## src/rtl/wb_axi_writer.sv

```systemverilog
// wb_axi_writer
//   Drains the write-back buffer one entry at a time. Each popped entry
//   becomes a single-beat AXI4-Lite write: AW and W are issued together and
//   complete independently, then B is awaited before the next pop. Busy and
//   error status are exported so the cache controller can fence or flush.
//
// Ports
//   clk_i, rstn_i            clock, asynchronous active-low reset
//   wb_valid_i/addr_i/data_i entry offered by the write-back buffer
//   wb_ready_o               pop request back to the buffer (IDLE only)
//   aw*/w*/b*                AXI4-Lite write channels (single outstanding)
//   busy_o                   high whenever a write is in flight
//   err_o                    one-cycle pulse after a SLVERR/DECERR response
//   err_addr_o               address of the most recent errored write
//
// Both parameters default to the cache-wide address/data widths (32).
// DATA_WIDTH must be a multiple of 8.
module wb_axi_writer #(
  parameter int ADDR_WIDTH = 32,
  parameter int DATA_WIDTH = 32
) (
  input  logic                    clk_i,
  input  logic                    rstn_i,
  input  logic                    wb_valid_i,
  input  logic [ADDR_WIDTH-1:0]   wb_addr_i,
  input  logic [DATA_WIDTH-1:0]   wb_data_i,
  output logic                    wb_ready_o,
  output logic                    awvalid_o,
  output logic [ADDR_WIDTH-1:0]   awaddr_o,
  output logic [2:0]              awprot_o,
  input  logic                    awready_i,
  output logic                    wvalid_o,
  output logic [DATA_WIDTH-1:0]   wdata_o,
  output logic [DATA_WIDTH/8-1:0] wstrb_o,
  input  logic                    wready_i,
  input  logic                    bvalid_i,
  input  logic [1:0]              bresp_i,
  output logic                    bready_o,
  output logic                    busy_o,
  output logic                    err_o,
  output logic [ADDR_WIDTH-1:0]   err_addr_o
);

  typedef enum logic [1:0] {IDLE, SEND, RESP} state_t;

  state_t state, state_nxt;

  // A channel counts as done if it already handshook earlier or does so now.
  logic aw_done, w_done, accept;
  assign aw_done = !awvalid_o || awready_i;
  assign w_done  = !wvalid_o  || wready_i;
  assign accept  = (state == IDLE) && wb_valid_i;

  // Constant AXI sideband: unprivileged secure data access, full-word strobe.
  assign awprot_o = 3'b000;
  assign wstrb_o  = '1;

  // State register
  always_ff @(posedge clk_i or negedge rstn_i) begin
    if (!rstn_i) state <= IDLE;
    else         state <= state_nxt;
  end

  // Next-state logic
  always_comb begin
    state_nxt = state;
    unique case (state)
      IDLE:    if (wb_valid_i)        state_nxt = SEND;
      SEND:    if (aw_done && w_done) state_nxt = RESP;
      RESP:    if (bvalid_i)          state_nxt = IDLE;
      default:                        state_nxt = IDLE;
    endcase
  end

  // Unregistered outputs decode straight from the state
  always_comb begin
    wb_ready_o = (state == IDLE);
    busy_o     = (state != IDLE);
  end

  // Registered AXI outputs and error status
  always_ff @(posedge clk_i or negedge rstn_i) begin
    if (!rstn_i) begin
      awvalid_o  <= 1'b0;
      wvalid_o   <= 1'b0;
      bready_o   <= 1'b0;
      err_o      <= 1'b0;
      awaddr_o   <= '0;
      wdata_o    <= '0;
      err_addr_o <= '0;
    end else begin
      err_o <= 1'b0;
      if (accept) begin
        awaddr_o  <= wb_addr_i;
        wdata_o   <= wb_data_i;
        awvalid_o <= 1'b1;
        wvalid_o  <= 1'b1;
      end
      if (state == SEND) begin
        if (awready_i) awvalid_o <= 1'b0;
        if (wready_i)  wvalid_o  <= 1'b0;
        if (aw_done && w_done) bready_o <= 1'b1;
      end
      // B is only ever taken in RESP, so an early bvalid_i is simply ignored.
      if (state == RESP && bvalid_i) begin
        bready_o <= 1'b0;
        if (bresp_i[1]) begin
          err_o      <= 1'b1;
          err_addr_o <= awaddr_o;
        end
      end
    end
  end

endmodule

```

## config.mk

```make
export PLATFORM = sky130hd
export DESIGN_NAME = wb_axi_writer
export DESIGN_NICKNAME = d
export VERILOG_FILES = /design/src/rtl/wb_axi_writer.sv
export SDC_FILE = /design/constraint.sdc
export NUM_CORES = 1
export LEC_CHECK = 0
export CORE_AREA = 5 5 104 106
export DETAILED_ROUTE_END_ITERATION = 16
export DIE_AREA = 0 0 109 111
export GPL_TIMING_DRIVEN = 0
export PLACE_DENSITY = 0.88
export SYNTH_ARGS = -nofsm -noshare
export SYNTH_HDL_FRONTEND = slang
export SYNTH_SLANG_ARGS = --single-unit
```

## constraint.sdc

```tcl
create_clock -name clk_i -period 4.3 [get_ports clk_i]
set_input_delay 0.645 -clock clk_i [delete_from_list [all_inputs] [get_ports clk_i]]
set_output_delay 0.645 -clock clk_i [all_outputs]
set_load 0.005 [all_outputs]
```

Word-level counts from Yosys, hierarchy flattened:

Cells that the tools add are included.
Widths: inputs -> output; s select.

* eq/ne operators: 5
* reductions and logical operators: 14
* multiplexer cells: 15

Operators with widths (count)
* $mux 1: 11
* $mux 2: 3
* $ne 2x2->1 const B: 3
* $pmux 2 s3: 1
* $reduce_bool 2->1: 3
* $reduce_and 2->1: 2
* $logic_and 1x1->1: 3
* $reduce_and 3->1: 1
* $eq 2x1->1 const B: 1
* $eq 2x2->1 const B: 1
* $logic_not 1->1: 2
* $logic_not 2->1: 1
* $logic_or 1x1->1: 2

* register bits after elaboration: 102
* output and inout port bits: 109

Logic depth before layout (Yosys ltp):

Gate-level depths: netlist of run 1.

* word-level depth: 6
* depth in mapped cells: 5

Worst setup path before layout of run 1:

Ideal clock, no wire load.

* kind: input to register
* start point: in wb_valid_i
* end point: reg awaddr_o[0]
* arrival time: 1360 ps
* data required time: 4175 ps
* path slack: 2815 ps
* setup time: 125 ps
* cell stages on the path: 4
* path buffers: 2
* cells stage by stage: and2_4 > buf_8 > buf_12 > mux2_4

* longest elaborated chain between the ends: 1

RTL lines
* from (decl): line 24 `input logic wb_valid_i,`
* $logic_and 1x1->1: line 52 `assign accept = (state == IDLE) && wb_valid_i;`
* to (signal assigned): line 94 `awaddr_o <= wb_addr_i;`
* to (decl): line 29 `output logic [ADDR_WIDTH-1:0] awaddr_o,`

Every way passes these cells.
A chain may end at the register's enable or synchronous reset.

Final worst setup path of run 1:

* start point: reg state[1]
* end point: out wb_ready_o

* longest elaborated chain between the ends: 1

RTL lines
* from (decl): line 46 `state_t state, state_nxt;`
* from (signal assigned): line 61 `else state <= state_nxt;`
* $logic_not 2->1: line 77 `wb_ready_o = (state == IDLE);`
* to (decl): line 27 `output logic wb_ready_o,`

Every way passes these cells.

==> impl_metrics.json, run 1 <==
{
  "outcome": "finished clean",
  "place_inst": 551,
  "grt_pass1_vias": 2885,
  "drive_gt1_frac": 0.303,
  "vdd_drop_max_mv": 0.411,
  "num_rows": 36,
  "die_w_um": 109,
  "slew_violations": 0,
  "cts_hold_buf": 0,
  "drt_iter0_drc": 61,
  "grt_util_all_layers": 0.167,
  "finish.utilization": 0.669,
  "critPathSlowestCell": "clkdlybuf4s50_1",
  "vias": 2612,
  "io_pins": 181,
  "ys_top_cells_by_area": "dfrtp_1 (59%), mux2_4 (31%), buf_12 (2.8%)",
  "hpwl_um": 7600,
  "regArea_mm2": 0.00255,
  "cts_setup_buffers": 0,
  "clockBufferDepth": 2,
  "synth-seq-area-share": 0.588,
  "cellPowerDensity_mw_per_mm2": 725,
  "gp_congestion": 0.709,
  "finalSetupViolations": 0,
  "final_area_mm2": 0.00647,
  "core-area_mm2": 0.00968,
  "cts.sinks": 102,
  "ys_ff_latch": 102,
  "total_leakage_power_nw": 2.96,
  "cts_tree": "built",
  "synth_top_area_cell": "dfrtp_1",
  "clock-root-buffer": "clkbuf_8",
  "cp.required_ns": 3.65,
  "setup_ws_ns": 2.15,
  "syn_area_mm2": 0.00434,
  "post-route-period-util": 0.500,
  "grt_pass1_wl_um": 15900,
  "drc": 0,
  "rsz0062_at_grt": "no",
  "cts_resized": 0,
  "io_buffer_count": 172,
  "cts.htree.levels": 3,
  "critPathLaunchType": "flop",
  "max-slew-margin-rel": 0.574,
  "synthDistinctLibCells": 19,
  "worst_slew_pin_slew_ns": 0.639,
  "place_ws_ns": 2.19,
  "area_delta_synth_final_pct": 49.2,
  "crit_path_end_kind": "output pin",
  "critPathMaxFanout": 8,
  "routed_wl_um": 9990,
  "firstDrtPassIters": 4,
  "max_stage_delay_ns": 0.53,
  "critPathKind": "reg2out",
  "fillCellCount": 691,
  "max-cap-violations": 0,
  "placed_area_mm2": 0.00627,
  "grt_overflow": 0,
  "multi_input_area_mm2": 0.00156,
  "viasPerCell": 4.61,
  "stdcell_count": 566,
  "fin_skew_ns": 0.00866,
  "cts_buffers": 9,
  "cp.arrival_ns": 1.51,
  "crit_chain": "nor2_2 > clkdlybuf4s50_1",
  "finalNetCount": 501,
  "drtAntennaViolNets": 0,
  "ys_warn_count": 0,
  "syn_inst": 240,
  "fp.dieH_um": 111,
  "hold_violations": 0,
  "hp-class": "in2async",
  "syn_avg_cell_area_um2": 18.1,
  "antenna_found_initial": 0,
  "avgRoutedWirePerCell_um": 17.6,
  "grt_max_degree": 55,
  "start_util": 0.448,
  "die_area_mm2": 0.0121,
  "power_mw": 4.69,
  "diodes": 0,
  "cts.clk_slew.worst_paths_ns": 0.09,
  "clk_latency_ns": 0.34,
  "fmax_mhz": 465,
  "yosysTopAreaCellShare": 0.588,
  "layout_min_cycle_time_ns": 2.15
}
metrics by stage:
stage	TNS, ns	hold slack (ns)
after floorplan	0	0.349
after global placement	-105.05	0.488
after detailed placement	0	0.491
after CTS	0	0.322
after global routing	0	0.351
final	0	0.324
state kept, by name, summed over array words and instances (netlist names):
name	count
err_addr_o	32
awaddr_o	32
wvalid_o	1
awvalid_o	1
wdata_o	32
err_o	1
bready_o	1
state	2
cell usage in the layout (no fill, tap or decap):
cell,count
clkdlybuf4s50_1,171
mux2_4,89
bufinv_16,2
clkbuf_8,9
nor2_2,1
clkbuf_1,2
nand2_1,2
nand3_4,1
o2bb2ai_1,1
buf_6,3
mux2_2,7
o31ai_1,1
o21ai_0,5
o211a_1,1
and2b_1,2
buf_16,1
conb_1,7
clkinv_2,1
dfrtp_1,102
a221o_1,1
inv_1,7
buf_12,6
buf_4,8
and2_4,1
buf_8,1
clkinvlp_4,1
synthesized netlist by cell type:
library cell and instances:
a221o_1 1, and2_4 1, and2b_1 2, buf_12 6, buf_4 7, buf_6 3
buf_8 1, conb_1 2, dfrtp_1 102, inv_1 7, mux2_2 7, mux2_4 89
nand2_1 2, nand3_4 1, nor2_2 1, o211a_1 1, o21ai_0 5, o2bb2ai_1 1
o31ai_1 1
routing by layer:
layer	global-route usage	vias up	routed length, um
li1	-	1193	-
met1	0.214	1286	4190
met2	0.265	122	4790
met3	0.0536	11	882
met4	0.0589	0	127
met5	0	-	0
worst max-delay path, delay by kind of cell, from the launching register on:
kind / cells / cell delay (ns)
buf+inv: 1 / 0.53
flops: 1 / 0.47
simple gates: 1 / 0.16
report_power, final:
part           internal, mW  switching (mW)  leakage [nW]
Sequential             1.44           0.334          1.22
Combinational          1.66           0.632          1.64
Clock                 0.325           0.304        0.0994
Total                  3.43            1.27          2.96
worst paths after layout:
check	from	to	slack (ns)	depth (start not counted)
min in group clk_i	err_addr_o[1]	err_addr_o[1]	0.51	1
worst min-delay path	rstn_i	wdata_o[11]	0.32	1
max in group asynchronous	rstn_i	wdata_o[31]	3.31	2
worst max-delay path	state[1]	wb_ready_o	2.15	2
worst min register to register	err_addr_o[1]	err_addr_o[1]	0.51	1
worst max register to register	state[1]	awaddr_o[16]	2.72	5
final cells by class:
type,count,area share
Multi-Input combinational cell,119,0.241
Timing Repair Buffer,173,0.270
Sequential cell,102,0.394
Clock buffer,11,0.0203
Clock inverter,4,0.0112
Inverter,7,0.00406
Tap cell,133,0.0257
Buffer,17,0.0342
kinds of logic after synthesis:
kind of cell	after synthesis	share of synthesized area
AO/OA/AOI/OAI	9	0.0141
buffers and inverters	24	0.0571
flip-flops	102	0.588
multiplexers	96	0.326
other	2	0.00173
AND/OR/NAND/NOR	7	0.0127
No activity file was read; power rests on OpenSTA's default activity.
==> inputs of run 2 (changes only) <==
Settings changed: CORE_AREA 5 5 104 106 to 5 5 112 114, DIE_AREA 0 0 109 111 to 0 0 117 119, PLACE_DENSITY 0.88 to 0.81.
Clock period 4.3 ns to 1.9 ns, I/O delays scaled along.
==> run 2 against run 1 <==
Non-clock buffer count unchanged. Sequential power rose by 130%. Clock-buffer cell count stayed put. Register-to-register slack worse by 2.4 ns. Core utilization fell by 8.8 points. Largest cell class unchanged.
==> impl_metrics.json, run 2 (synthesis gave the netlist of run 1 again) <==
{
  "outcome": "finished clean",
  "io_buffer_count": 172,
  "cp.required_ns": 1.62,
  "mostFrequentLayoutCell": "clkdlybuf4s50_1",
  "grt_pass1_vias": 2860,
  "grt_overflow": 0,
  "avgRoutedWirePerCell_um": 17.0,
  "grt_max_degree": 59,
  "die_area_mm2": 0.0139,
  "crit_path_end_kind": "output pin",
  "grt_pass1_wl_um": 15200,
  "max-cap-violations": 0,
  "finalSetupViolations": 0,
  "routed_wl_um": 9790,
  "setup_ws_ns": 0.137,
  "post-route-period-util": 0.928,
  "fmax_mhz": 567,
  "pwr-share-seq": 0.366,
  "cts_setup_buffers": 0,
  "layout_min_cycle_time_ns": 1.76,
  "num_rows": 39,
  "cellPowerDensity_mw_per_mm2": 1670,
  "io_pins": 181,
  "core-area_mm2": 0.0113,
  "max-slew-margin-rel": 0.499,
  "cts.clk_slew.worst_paths_ns": 0.06,
  "critPathKind": "reg2out",
  "cts.sinks": 102,
  "die_w_um": 117,
  "critPathLaunchType": "flop",
  "drt_iter0_drc": 98,
  "clock-root-buffer": "clkbuf_16",
  "grt_util_all_layers": 0.139,
  "cts_tree": "built",
  "p_switching_mw": 2.88,
  "cts_resized": 0,
  "vias": 2604,
  "holdWs_ns": 0.0260,
  "final_cell_mix": "clkdlybuf4s50_1 (171), dfrtp_1 (102), mux2_4 (89)",
  "rsz0062_at_grt": "no",
  "finish.utilization": 0.581,
  "cts_buffers": 9,
  "placed_area_mm2": 0.00628,
  "start_util": 0.383,
  "clock_power_share": 0.163,
  "top_regs": "awaddr_o x32, err_addr_o x32, wdata_o x32",
  "diodes": 0,
  "worst_slew_pin_slew_ns": 0.751,
  "drtAntennaViolNets": 0,
  "power_mw": 10.9,
  "fp.dieH_um": 119,
  "cp.arrival_ns": 1.48,
  "clockBufferDepth": 2,
  "drc": 0,
  "place_ws_ns": 0.157,
  "firstDrtPassIters": 4,
  "combPwrFrac": 0.471,
  "viasPerCell": 4.52,
  "antenna_found_initial": 0,
  "finalNetCount": 501,
  "stdcell_count": 576,
  "hold_violations": 0,
  "drive_gt1_frac": 0.305,
  "gp_congestion": 0.755,
  "cts_hold_buf": 0,
  "setup_tns_ns": 0,
  "total_leakage_power_nw": 3.00,
  "clk_latency_ns": 0.33,
  "place_inst": 561,
  "critPathMaxFanout": 8,
  "vdd_drop_max_mv": 0.851,
  "hp-class": "in2async",
  "fin_skew_ns": 0.00767,
  "final_area_mm2": 0.00657,
  "p_int_mw": 8.07,
  "cts.htree.levels": 3,
  "area_delta_synth_final_pct": 51.5,
  "p_sw_frac": 0.263,
  "slew_violations": 0,
  "hpwl_um": 7370
}
run 2: cell count changes in the layout (fill, tap and decap cells not counted), sizes merged:
| cell | before | now |
|---|---|---|
| bufinv | 2 | 1 |
| clkinv | 1 | 2 |
run 2: area by class of cell:
| type | count | area (um2) |
|---|---|---|
| Buffer | 17 | 221 |
| Clock buffer | 11 | 243 |
| Clock inverter | 4 | 47.5 |
| Fill cell | 905 | 4750 |
| Inverter | 7 | 26.3 |
| Multi-Input combinational cell | 119 | 1560 |
| Sequential cell | 102 | 2550 |
| Tap cell | 143 | 179 |
| Timing Repair Buffer | 173 | 1750 |
run 2: worst paths after layout:
path	startpoint	endpoint	slack, ns	cells past startpoint
worst max-delay path	state[1]	wb_ready_o	0.14	2
worst min-delay path	rstn_i	wdata_o[17]	0.03	1
worst max register to register	state[1]	wdata_o[7]	0.33	5
worst min register to register	err_addr_o[31]	err_addr_o[31]	0.51	1
max in group asynchronous	rstn_i	err_addr_o[31]	1.20	2
min in group clk_i	err_addr_o[31]	err_addr_o[31]	0.51	1
run 2: critical path, cell delays in order (launching register included):
cell and delay [ns]:
dfrtp_1 0.46, nor2_2 0.17, clkdlybuf4s50_1 0.53
run 2: metal layers:
metal	part of all wire	track usage	routed length [um]
met1	0.43	0.179	4240
met2	0.47	0.222	4560
met3	0.092	0.0502	905
met4	0.0083	0.0366	81
met5	0	0	0
run 2: power by group through the flow:
stage	clock, mW	combinational, mW	sequential (mW)
after floorplan	0	2.39	4.01
after global placement	0	5.15	3.97
after detailed placement	0	5.23	4.02
after CTS	1.84	5.26	4.02
after global routing	1.93	5.49	4.16
final	1.78	5.16	4.00
==> inputs of run 3 (changes only) <==
Settings changed: ABC_AREA set to 1, PLACE_DENSITY 0.81 to 0.79.
==> run 3 against run 2 <==
Register-to-register slack improved by 0.18 ns. Critical path type unchanged. Non-clock buffer count grew 26. Clock power shrank 3%. Core utilization is 1.3 points lower. Die area unchanged. Synthesized cell count is 93% higher. Design area is 2.2% lower. Fmax down 4.9%. Hold slack gained 0.27 ns. Setup slack got worse by 0.091 ns. Sequential share of layout area up 0.92 points. Critical path depth grew 1. Critical endpoint unchanged.
==> impl_metrics.json, run 3 <==
{
  "die_area_mm2": 0.0139,
  "worst-path-buf-inv": 2,
  "place_ws_ns": 0.175,
  "synth_simple_gate_area_frac": 0.318,
  "r2r-start": "state[0]",
  "placed_area_mm2": 0.00612,
  "hpwl_um": 9680,
  "clockBufferDepth": 2,
  "cts.htree.levels": 3,
  "synth_top_area_cell": "dfrtp_1",
  "clock-root-buffer": "clkbuf_16",
  "max-cap-violations": 0,
  "worst_slew_pin_slew_ns": 0.649,
  "post-route-period-util": 0.976,
  "setup_ws_ns": 0.0462,
  "drt_iter0_drc": 244,
  "firstDrtPassIters": 4,
  "synth-compound-area-share": 0.00358,
  "grt_max_degree": 56,
  "grt_overflow": 0,
  "ys_ff_latch": 102,
  "yosys_most_used_dff": "dfrtp_1",
  "cts.clk_slew.worst_paths_ns": 0.07,
  "r2r_slack_ns": 0.51,
  "max-slew-margin-rel": 0.567,
  "final_cell_mix": "nand2_1 (201), clkdlybuf4s50_1 (169), dfrtp_1 (100)",
  "ys_warn_count": 0,
  "vias": 3899,
  "hold_path_depth": 3,
  "finalNetCount": 725,
  "hp-start": "bvalid_i",
  "hold_violations": 0,
  "crit_chain": "nor2_4 > buf_6 > clkdlybuf4s50_1",
  "fp.dieH_um": 119,
  "mostFrequentLayoutCell": "nand2_1",
  "vdd_drop_max_mv": 0.657,
  "ys_top_cells_by_area": "dfrtp_1 (61%), nand2_1 (18%), nand3_1 (7.8%)",
  "critPathMaxFanout": 10,
  "total_leakage_power_nw": 3.16,
  "start_util": 0.370,
  "multi_input_area_mm2": 0.00137,
  "fin_skew_ns": 0.00481,
  "fillCellCount": 1047,
  "regArea_mm2": 0.00255,
  "synth_fa_ha_area_frac": 0,
  "syn_area_mm2": 0.00419,
  "io_buffer_count": 170,
  "synth-edff-count": 0,
  "avgRoutedWirePerCell_um": 16.1,
  "synth-seq-area-share": 0.609,
  "finalSetupViolations": 0,
  "cp.arrival_ns": 1.57,
  "max_stage_delay_ns": 0.50,
  "critPathLaunchType": "flop",
  "crit_path_end_kind": "output pin",
  "yosysTopAreaCellShare": 0.609,
  "synth_top_family_by_area": "simple AND/OR/NAND/NOR gates",
  "rsz0062_at_grt": "no",
  "cts_buffers": 9,
  "drc": 0,
  "top_regs": "awaddr_o x32, err_addr_o x32, wdata_o x32",
  "cp.required_ns": 1.62,
  "crit_start": "state[0]",
  "area_delta_synth_final_pct": 53.3,
  "num_rows": 39,
  "drive_gt1_frac": 0.0868,
  "grt_util_all_layers": 0.189,
  "stdcell_count": 800,
  "critPathSlowestCell": "clkdlybuf4s50_1",
  "routed_wl_um": 12900,
  "gp_congestion": 0.796,
  "clk_latency_ns": 0.33,
  "synth_xor_area_frac": 0,
  "diodes": 0,
  "io_pins": 181,
  "antenna_found_initial": 0,
  "cellPowerDensity_mw_per_mm2": 1560,
  "synth_most_common_cell": "nand2_1",
  "cts.sinks": 102,
  "viasPerCell": 4.87,
  "cp_top_family": "buffers and inverters",
  "hold_path_end": "err_addr_o[0]",
  "final_area_mm2": 0.00643,
  "cts_tree": "built",
  "reg2reg_to": "wdata_o[16]",
  "die_w_um": 117,
  "reg2regPathDepth": 7,
  "synth_common_cells": "nand2_1 (201), dfrtp_1 (102), nand3_1 (65), nand4_1 (32), buf_4 (16)",
  "muxShareOfSynthArea": 0,
  "grt_pass1_vias": 4021,
  "syn_inst": 463,
  "hp-class": "in2reg",
  "layout_min_cycle_time_ns": 1.85,
  "core-area_mm2": 0.0113,
  "outcome": "finished clean",
  "fmax_mhz": 539,
  "synthDistinctLibCells": 19,
  "setup_tns_ns": 0,
  "slew_violations": 0,
  "critPathKind": "reg2out",
  "place_inst": 782,
  "power_mw": 10.0,
  "syn_avg_cell_area_um2": 9.06,
  "grt_pass1_wl_um": 21000,
  "synthArstFlopShare": 1.00,
  "drtAntennaViolNets": 0
}
[run 3: changes by cell type in the layout (fill, tap and decap cells not counted), sizes merged, moves of 4 or more]
cell and change:
nor2 +4, nand4 +33, o21ai -4, nand3 +64
clkbuf +9, nand2 +200, buf +19, mux2 -96
[run 3: per-stage QoR]
step                      hold slack, ns  utilization
after CTS                          0.301        0.567
after floorplan                  -0.0106            -
after global routing               0.317        0.568
after detailed placement           0.350        0.540
final                              0.298        0.568
after global placement             0.453        0.538
[run 3: kinds of logic after synthesis]
group,after synthesis
and+or+nand+nor,305
DFF,102
buffers and inverters,51
AOI/OAI and AO/OA,3
other,2
[run 3: power by group]
group,leakage (nW),switching [mW],internal (mW)
clock network,0.131,0.780,0.952
logic,1.75,1.87,2.52
registers,1.28,0.692,3.18
total,3.16,3.35,6.66
[run 3: repair_timing]
action	in CTS	in global routing
hold buffers	1	0
pin swaps	1	0
cloned	0	0
endpoints found under the hold margin	34	0
setup endpoints to repair	2	2
gates resized for setup	3	1
buffers inserted	1	1
[run 3: layout make-up]
type	count	share of cell area
flip-flops and latches	102	0.397
repair buffers	174	0.272
multi-input cells	315	0.214
plain buffers	42	0.0403
clock buffers	12	0.0399
well taps	143	0.0278
inverters	9	0.00525
clock inverters	3	0.00311
[run 3: worst max path at each step]
stage	cells past startpoint	slack, ns	to
floorplan	6	0.76	awaddr_o[29]
global placement	1	-3.23	wdata_o[5]
detailed placement	5	0.18	awaddr_o[29]
CTS	3	0.01	wb_ready_o
global route	3	0.005	wb_ready_o
finish	3	0.05	wb_ready_o
[run 3: metal layers]
metal,vias up,GRT usage,wire (um)
met3,19,0.0588,1300
li1,1862,-,-
met2,158,0.305,6280
met4,0,0.0667,269
met1,1860,0.239,5050
met5,-,0,0
[run 3: tightest hold or removal path: stages]
cell     delay, ns
buf_2         0.16
nand4_1       0.10
nand2_1       0.05
